## config.mk

```make
export PLATFORM = sky130hd
export DESIGN_NAME = seg_scan_ctrl
export DESIGN_NICKNAME = d
export VERILOG_FILES = /design/src/rtl/seg_scan_pkg.sv /design/src/rtl/hex_to_seg7.sv /design/src/rtl/seg_scan_ctrl.sv
export SDC_FILE = /design/constraint.sdc
export NUM_CORES = 1
export LEC_CHECK = 0
export BUFFER_PORTS_ARGS = -buffer_cell sky130_fd_sc_hd__buf_2
export CORE_MARGIN = 3
export CORE_UTILIZATION = 50
export CTS_CLUSTER_SIZE = 16
export DETAILED_ROUTE_END_ITERATION = 8
export PLACE_DENSITY = 0.72
export SLEW_MARGIN = 40
export SYNTH_ARGS = -nofsm -noshare
export SYNTH_HDL_FRONTEND = slang
export SYNTH_SLANG_ARGS = --single-unit
```

## constraint.sdc

```tcl
create_clock -name clk_input -period 4.7 [get_ports clk_input]
set_input_delay 0.235 -clock clk_input [delete_from_list [all_inputs] [get_ports clk_input]]
set_output_delay 0.235 -clock clk_input [all_outputs]
set_load 0.01 [all_outputs]
```

## src/rtl/seg_scan_pkg.sv

```systemverilog
// seg_scan_pkg
//   Shared types and constants for the seven-segment scan controller.
//   - state_t   : scan FSM states (blanking gap / digit lit)
//   - SEG_HEX   : hex digit to segment pattern table, bit7 = dp (always 0),
//                 bits6..0 = g..a, active-high
//   - SEG_BLANK : all segments off
package seg_scan_pkg;

  typedef enum logic {
    ST_GAP = 1'b0,
    ST_ON  = 1'b1
  } state_t;

  // Entry k holds the pattern for hex digit k (entry 15 is the leftmost literal).
  localparam logic [15:0][7:0] SEG_HEX = {
    8'h71, 8'h79, 8'h5E, 8'h39, 8'h7C, 8'h77, 8'h6F, 8'h7F,
    8'h27, 8'h7D, 8'h6D, 8'h66, 8'h4F, 8'h5B, 8'h06, 8'h3F
  };

  localparam logic [7:0] SEG_BLANK = 8'h00;

endpackage

```

## src/rtl/hex_to_seg7.sv

```systemverilog
// hex_to_seg7
//   Combinational 4-bit hex to seven-segment decoder.
// Ports
//   i_nibble  in   4  hex value 0..F
//   o_seg     out  8  {dp, g..a}, active-high, dp always 0
module hex_to_seg7
  import seg_scan_pkg::*;
(
  input  logic [3:0] i_nibble,
  output logic [7:0] o_seg
);

  assign o_seg = SEG_HEX[i_nibble];

endmodule

```

## src/rtl/seg_scan_ctrl.sv

```systemverilog
// seg_scan_ctrl
//   Time-multiplexed scan controller for a multi-digit seven-segment display.
//   One digit is lit at a time, each slot preceded by an all-off gap to avoid
//   ghosting. New nibbles/enables are staged by load and only take effect at a
//   frame boundary, so a frame never mixes old and new data.
// Parameters
//   NUM_DIGITS    digits scanned (2..8)
//   DWELL_CYCLES  cycles each digit slot is lit (>=1)
//   GAP_CYCLES    all-off cycles before each slot (0 = no gap)
// Ports
//   clk_input   in   1             clock
//   rst         in   1             asynchronous active-high reset
//   digit_data  in   4*NUM_DIGITS  nibble k = digit_data[4k+3:4k], digit 0 rightmost
//   digit_en    in   NUM_DIGITS    per-digit enable
//   load        in   1             strobe staging digit_data/digit_en
//   Enable      out  NUM_DIGITS    one-hot active-high digit select
//   SevenSeg    out  8             {dp, g..a}, active-high
//   frame_done  out  1             one-cycle pulse after the last slot ends
// Configuration
//   SEG_LEADING_BLANK_EN : when defined, leading zero digits (from the top
//   digit downward, never digit 0) are blanked.
module seg_scan_ctrl
  import seg_scan_pkg::*;
#(
  parameter int NUM_DIGITS   = 8,
  parameter int DWELL_CYCLES = 524288,
  parameter int GAP_CYCLES   = 16
) (
  input  logic                    clk_input,
  input  logic                    rst,
  input  logic [4*NUM_DIGITS-1:0] digit_data,
  input  logic [NUM_DIGITS-1:0]   digit_en,
  input  logic                    load,
  output logic [NUM_DIGITS-1:0]   Enable,
  output logic [7:0]              SevenSeg,
  output logic                    frame_done
);

  localparam int MAX_CYCLES = (DWELL_CYCLES > GAP_CYCLES) ? DWELL_CYCLES : GAP_CYCLES;
  localparam int CNT_W      = $clog2(MAX_CYCLES + 1);
  localparam int IDX_W      = $clog2(NUM_DIGITS);

  localparam logic [CNT_W-1:0] DWELL_LOAD = CNT_W'(DWELL_CYCLES - 1);
  localparam logic [CNT_W-1:0] GAP_LOAD   = CNT_W'((GAP_CYCLES > 0) ? (GAP_CYCLES - 1) : 0);
  localparam logic [IDX_W-1:0] LAST_IDX   = IDX_W'(NUM_DIGITS - 1);

  state_t                  r_state;
  logic [CNT_W-1:0]        r_cnt;
  logic [IDX_W-1:0]        r_idx;
  logic [4*NUM_DIGITS-1:0] r_stage_data;
  logic [NUM_DIGITS-1:0]   r_stage_en;
  logic                    r_pending;
  logic [4*NUM_DIGITS-1:0] r_shadow_data;
  logic [NUM_DIGITS-1:0]   r_shadow_en;
  logic [NUM_DIGITS-1:0]   r_enable;
  logic [7:0]              r_seg;
  logic                    r_frame_done;

  state_t                  w_state_next;
  logic [CNT_W-1:0]        w_cnt_next;
  logic [IDX_W-1:0]        w_idx_next;
  logic                    w_slot_end;
  logic                    w_boundary;
  logic [4*NUM_DIGITS-1:0] w_shadow_data_next;
  logic [NUM_DIGITS-1:0]   w_shadow_en_next;
  logic [3:0]              w_nib [NUM_DIGITS];
  logic [NUM_DIGITS-1:0]   w_lead_blank;
  logic [NUM_DIGITS-1:0]   w_en_eff;
  logic                    w_digit_lit;
  logic [7:0]              w_seg;

  // Slot sequencing. The counter counts down to 0 and reloads on every state change.
  always_comb begin
    w_slot_end   = (r_cnt == '0);
    w_boundary   = (r_state == ST_ON) && w_slot_end && (r_idx == LAST_IDX);
    w_state_next = r_state;
    w_idx_next   = r_idx;
    w_cnt_next   = r_cnt - CNT_W'(1);
    if (w_slot_end) begin
      if (r_state == ST_GAP) begin
        w_state_next = ST_ON;
        w_cnt_next   = DWELL_LOAD;
      end else begin
        w_idx_next = (r_idx == LAST_IDX) ? '0 : r_idx + IDX_W'(1);
        if (GAP_CYCLES == 0) begin
          w_state_next = ST_ON;
          w_cnt_next   = DWELL_LOAD;
        end else begin
          w_state_next = ST_GAP;
          w_cnt_next   = GAP_LOAD;
        end
      end
    end
  end

  // Shadow update at the frame boundary; a load on that very cycle bypasses staging.
  always_comb begin
    w_shadow_data_next = r_shadow_data;
    w_shadow_en_next   = r_shadow_en;
    if (w_boundary) begin
      if (load) begin
        w_shadow_data_next = digit_data;
        w_shadow_en_next   = digit_en;
      end else if (r_pending) begin
        w_shadow_data_next = r_stage_data;
        w_shadow_en_next   = r_stage_en;
      end
    end
  end

  // Outputs are registered for the upcoming state, so they are decoded from
  // the next-cycle shadow and index.
  generate
    for (genvar gi = 0; gi < NUM_DIGITS; gi++) begin : g_nib
      assign w_nib[gi] = w_shadow_data_next[4*gi +: 4];
    end
  endgenerate

`ifdef SEG_LEADING_BLANK_EN
  // Run of zero nibbles from the top digit down; digit 0 is never blanked.
  always_comb begin : lead_blank
    logic v_zero_run;
    w_lead_blank = '0;
    v_zero_run   = 1'b1;
    for (int k = NUM_DIGITS - 1; k >= 1; k--) begin
      v_zero_run      = v_zero_run & (w_nib[k] == 4'h0);
      w_lead_blank[k] = v_zero_run;
    end
  end
`else
  assign w_lead_blank = '0;
`endif

  assign w_en_eff    = w_shadow_en_next & ~w_lead_blank;
  assign w_digit_lit = (w_state_next == ST_ON) && w_en_eff[w_idx_next];

  hex_to_seg7 u_hex_to_seg7 (
    .i_nibble (w_nib[w_idx_next]),
    .o_seg    (w_seg)
  );

  always_ff @(posedge clk_input or posedge rst) begin
    if (rst) begin
      r_state       <= ST_GAP;
      r_cnt         <= GAP_LOAD;
      r_idx         <= '0;
      r_stage_data  <= '0;
      r_stage_en    <= '0;
      r_pending     <= 1'b0;
      r_shadow_data <= '0;
      r_shadow_en   <= '0;
      r_enable      <= '0;
      r_seg         <= SEG_BLANK;
      r_frame_done  <= 1'b0;
    end else begin
      r_state       <= w_state_next;
      r_cnt         <= w_cnt_next;
      r_idx         <= w_idx_next;
      r_shadow_data <= w_shadow_data_next;
      r_shadow_en   <= w_shadow_en_next;
      if (load) begin
        r_stage_data <= digit_data;
        r_stage_en   <= digit_en;
      end
      // The boundary consumes any pending update (or a same-cycle load).
      if (w_boundary) begin
        r_pending <= 1'b0;
      end else if (load) begin
        r_pending <= 1'b1;
      end
      r_frame_done <= w_boundary;
      if (w_digit_lit) begin
        r_enable <= NUM_DIGITS'(1) << w_idx_next;
        r_seg    <= w_seg;
      end else begin
        r_enable <= '0;
        r_seg    <= SEG_BLANK;
      end
    end
  end

  assign Enable     = r_enable;
  assign SevenSeg   = r_seg;
  assign frame_done = r_frame_done;

endmodule
```

Yosys cells after proc, flatten, opt, wreduce, memory -nomap -nowiden
Memory sizes are Yosys's and may differ from the RTL's. Index checks and enable logic that the tools add are counted.

Memories kept: 1. Output and inout port bits: 17. ROM bits: 128. Logic and storage cells: 48. Register bits after elaboration: 122. Input port bits: 43.

Memory list: (no name shown) (words 16, width 8, read ports 1, clocked after memory_dff 0, write ports 0, RTL line hex_to_seg7.sv:13) `assign o_seg = SEG_HEX[i_nibble];`.

Reduce and logical (&&, ||, !) cells: 5. Add/sub/neg operators: 2. Shift operators: 1. Order comparisons: 3. Muxes and demuxes: 23. Eq/ne operators: 1. Bitwise operators: 1.

Operators with widths (count): two-way mux 32 bit (3); two-way mux 8 bit (6); logical NOT 20 bit (1); two-way mux 20 bit (1); subtractor 20 x 1 -> 20 bit (second input constant) (1); two-way mux 19 bit (1); binary-select mux 4 bit (select 3 bit) (1); two-way mux 3 bit (3); two-way mux 4 bit (2); << shifter 1 x 3 -> 8 bit (first input constant) (1); < comparator 4 x 5 -> 1 bit (second input constant) (1); two-way mux 1 bit (5); greater-or-equal comparator 4 bit (second input constant) (1); < comparator 3 x 4 -> 1 bit (second input constant) (1); inverter 3 -> 4 bit (1); adder 3 x 1 -> 3 bit (second input constant) (1); binary-select mux 1 bit (select 3 bit) (1); equality test 3 bit (second input constant) (1); logical AND 1 bit (3); nonzero test 2 bit (1).

Longest topological paths before layout
Depth in word-level cells: 11. Mapped depth: 23.

Cells and area by module
Synthesis repeated with hierarchy kept, for this count alone.

Cell total of the unflattened synthesis: 485. Area, all modules: 5597.9 sq um.

Modules (own cells, without submodules): seg_scan_ctrl (instances 1, area an instance 5313.8 sq um, cells an instance 451, seq. area each 3057.9 sq um); hex_to_seg7 (instances 1, area an instance 284.0 sq um, cells an instance 34, seq. area each 0.0 sq um).

Worst setup path after synthesis
No wires, ideal clock.

Kind: in2reg. From: in r_cnt[0]. To: reg r_seg[6], in the netlist SevenSeg[6]. Slack: 327 ps. Path buffers: 5. Library setup time: 94 ps. Data arrival time: 4279 ps. Stages: 22. Path through: dfstp_2 -> inv_1 -> ha_1 -> nor3b_2 -> and4_1 -> buf_4 -> nand3b_1 -> nor3_1 -> clkbuf_1 -> ha_1 -> buf_2 -> o211ai_4 -> buf_2 -> buf_1 -> mux2_2 -> a22oi_1 -> nand4_1 -> o21ai_1 -> inv_1 -> ha_1 -> mux2_4 -> a221oi_2.

Word-level cells in the longest chain between the ends: 10. Elaborated cells between the ends (all ways): 17. Those cells by class: mux: 11; bitwise: 1; reduce/logical: 4; memory: 1.

RTL lines: start: declaration (RTL line seg_scan_ctrl.sv:48) `logic [CNT_W-1:0] r_cnt;`; logical NOT 20 bit (RTL line seg_scan_ctrl.sv:74) `w_slot_end = (r_cnt == '0);`; logical AND 1 bit (2 in series) (RTL line seg_scan_ctrl.sv:75) `w_boundary = (r_state == ST_ON) && w_slot_end && (r_idx == LAST_IDX);`; two-way mux 32 bit (RTL line seg_scan_ctrl.sv:100) `if (w_boundary) begin`; via w_shadow_data_next[16] (RTL line seg_scan_ctrl.sv:64) `logic [4*NUM_DIGITS-1:0] w_shadow_data_next;`; binary-select mux 4 bit (select 3 bit) (RTL line seg_scan_ctrl.sv:138) `.i_nibble (w_nib[w_idx_next]),`; two-way mux 4 bit (not written as such) (2 in series) (RTL line seg_scan_ctrl.sv:138); memory (16 x 8 bit); two-way mux 8 bit (not written as such) (RTL line hex_to_seg7.sv:13); two-way mux 8 bit (RTL line seg_scan_ctrl.sv:172) `if (w_digit_lit) begin`; end signal: assignment (RTL line seg_scan_ctrl.sv:174) `r_seg <= w_seg;`; end: declaration (RTL line seg_scan_ctrl.sv:56) `logic [7:0] r_seg;`.

The timed path passes the listed nets, and every way through them passes these cells. The select of a mux whose other input is x is not followed. A chain may end at the register's enable or synchronous reset.

Worst setup path after layout
From: in r_cnt[0]. To: reg r_seg[3], in the netlist SevenSeg[3].

Same word-level chain as after synthesis.

==> run metrics <==
outcome complete, no violations; CTS tree built; layout cells sized above 1 28.6%; Hold Crit Class in2reg; Post-synth top flop dfrtp_1; PortBufs 58; Tot GR Track Use 21.3%; Critical-path top delay cell a221oi_4; Setup Skew 0.0104 ns; largest net degree at the start of global routing 77; die area 0.0130 sq mm; CTS Buf Count 17; Root Buffer clkbuf_16; Post-synth EDFFs 0; Max Cap Viol 0; antenna diode count 0; required time of the critical path 4.99 ns; DR DRC count 0; critical path class reg2reg; fin crit share 91.1%; Post-Synthesis Cells 525; synthesized area per cell 11.1 sq um; fmax 0.234 GHz; WL final 13,300 um; synth unique cells 75; crit path capture type flop; Relative slew margins 46.8%; dominant cells by area after synthesis dfrtp_1 (50%), mux2_2 (8.1%), nor2_1 (3.0%); routability cong. 0.977; area delta synth->final 17.2%; Initial Util 52.5%; Mapped Area 0.00584 sq mm; post-DP HPWL 9180 um; Async SR Flop Fraction 100%; Final Setup Violations 0; total power 0.00246 W; Core ar. 0.0111 sq mm; clock sinks 121; critical path cell sequence inv_1 > ha_1 > nor3b_2 > and4_1 > nand3b_1 > nor3_1 > ha_2 > buf_4 > nand3_2 > o22ai_1 > a21oi_1 > a211oi_1 > o32ai_2 > a221oi_4 > and2b_1 > nand2b_1 > and4b_1; Seq/Total Area, Yosys 51.9%; first-pass GRT wire length 21,600 um; worst-skew pair later-pin latency 0.42 ns; Fill cells 876; Leak 3.23 nW; H-tree depth 4; Die X 114 um; dominant cell type by area after synthesis dfrtp_1; peak supply drop 421 uV; final antenna-violating net count 0; DRT Pass-1 Iters 6; top-count cell post-synth dfrtp_1; post-synth top area share 50.1%; PnR worst setup slack 0.418 ns; vias in the first global route 4,327; top cells by count, synth dfrtp_1 (117), nor2_1 (47), mux2_2 (42), inv_1 (34), nand2_1 (27); Pins Over Slew Limit 0; clk buf depth 2; nets 641; Hold Vio Cnt, Final 0; P per Cell Area 359 mW/mm^2; Max stage delay on crit path 0.46 ns; Setup TNS Final 0 ns; Post-Syn Nets 577; Row Count 38; Worst Setup Start Kind flop; post-CTS setup buffers 0; pre-CTS WS 0.422 ns; routed vias/inst 5.77; GRT overflow 0; CP arrival 4.58 ns; yosys warns 0; CTS clock-pin slew for the worst setup and hold paths 0.06 ns; Die H 114 um; initial antenna violation count 0; synthesis-stage register bit count 121; num ports 60; routed wire length per instance 17.9 um; CP Max Fanout 10; Period minus WS final 4.28 ns; Slew @ Worst Pin 0.798 ns; DR iter-0 viols 420; RSZ-0062 raised after global routing no; vias after detailed routing 4,285
==> sequential cells by signal, indices dropped and copies added, names as in the netlist <==
signal         cells
r_shadow_data     32
r_stage_data      32
r_cnt             20
Enable             8
r_shadow_en        8
r_stage_en         8
SevenSeg           7
r_idx              3
frame_done         1
r_pending          1
r_state            1
==> per-stage QoR <==
step           instance area (sq um)  cells  hold WS (ns)  utilization, %
3_5_place_dp                    6250    709         0.393            56.2
2_1_floorplan                   5840    525         0.371               -
4_1_cts                         6840    742        0.0441            61.4
3_3_place_gp                    6250    709         0.461            56.2
5_1_grt                         6850    742        0.0640            61.5
6_report                        6850    742        0.0506            61.5
==> layout make-up <==
| cell class | count | area (sq um) | area share (%) |
|---|---|---|---|
| flip-flops and latches | 121 | 3030 | 44.3 |
| multi-input cells | 344 | 2540 | 37.1 |
| clock buffers | 23 | 478 | 6.98 |
| repair buffers | 70 | 383 | 5.59 |
| well taps | 140 | 175 | 2.56 |
| inverters | 35 | 140 | 2.05 |
| clock inverters | 9 | 97.6 | 1.43 |
==> critical path, delay by kind of cell (launching register included) <==
family,cells,cell delay [ns]
DFF,1,0.38
AOI/OAI and AO/OA,5,1.40
and+or+nand+nor,8,1.64
buffers and inverters,2,0.23
adders and majority gates,2,0.51
==> cells in the final DEF, fill, tap and decap left out, types with 3 or more instances in the layout <==
cell,Yosys,layout
clkbuf_8,0,3
ha_1,9,8
nand3_1,11,11
nor2_1,47,47
and3_1,5,5
and4_1,3,3
xnor2_1,5,5
clkinv_2,0,6
nand2_1,27,27
nand3b_1,4,4
inv_1,34,32
nand4_1,5,5
nor3_1,11,11
xor2_1,8,8
a21oi_1,22,21
o21ai_0,18,18
or3_1,3,3
buf_2,8,58
clkbuf_16,0,17
o21ai_1,4,4
buf_4,7,11
clkbuf_1,4,3
a221oi_1,6,6
a22oi_1,4,4
dfstp_2,4,4
a21o_1,4,4
o22ai_1,22,22
mux2_2,42,42
a211oi_1,3,3
nand2b_1,9,9
dfrtp_1,117,117
nor4_1,3,3
mux2i_1,17,17
==> power breakdown <==
group          internal (W)  total (W)  switching [W]
Sequential          0.00108    0.00109      0.0000128
Clock              0.000815    0.00127       0.000450
Combinational     0.0000454   0.000104      0.0000584
Total               0.00194    0.00246       0.000521
==> cell families (layout without fill, tap and decap cells) <==
kind of cell,after synthesis,in the layout,synth area share (%)
compound gates,110,110,13.7
mux,63,63,12.0
simple gates,148,148,13.7
other cells,1,1,0.0642
xor+xnor,13,13,1.95
flops,121,121,51.9
buf+inv,60,137,4.73
fa+ha+maj,9,9,1.93
==> metal layers <==
layer	global-route usage [%]	part of all wire (%)	up-vias
met5	0	0	-
met4	7.36	2.1	0
met3	5.23	6.0	20
met2	33.2	48	163
met1	29.2	44	2092
li1	-	-	2010
==> path summary, 6_finish.rpt <==
check / start / end / slack [ns] / depth (start not counted)
hold / removal: digit_data[4] / r_stage_data[4] / 0.05 / 3
setup reg to reg: r_cnt[0] / SevenSeg[3] / 0.42 / 17
setup / recovery: r_cnt[0] / SevenSeg[3] / 0.42 / 17
min in group asynchronous: rst / r_shadow_data[25] / 0.49 / 3
hold reg to reg: r_stage_data[4] / r_stage_data[4] / 0.47 / 2
max in group asynchronous: rst / r_shadow_data[8] / 3.16 / 4
==> repair_timing <==
item | in CTS | in global routing
hold endpoints to repair | 71 | 0
hold buffers | 1 | 0
resized for setup | 0 | 3
endpoints found under the setup margin | 0 | 6
Power figures use the tool's default switching activity.
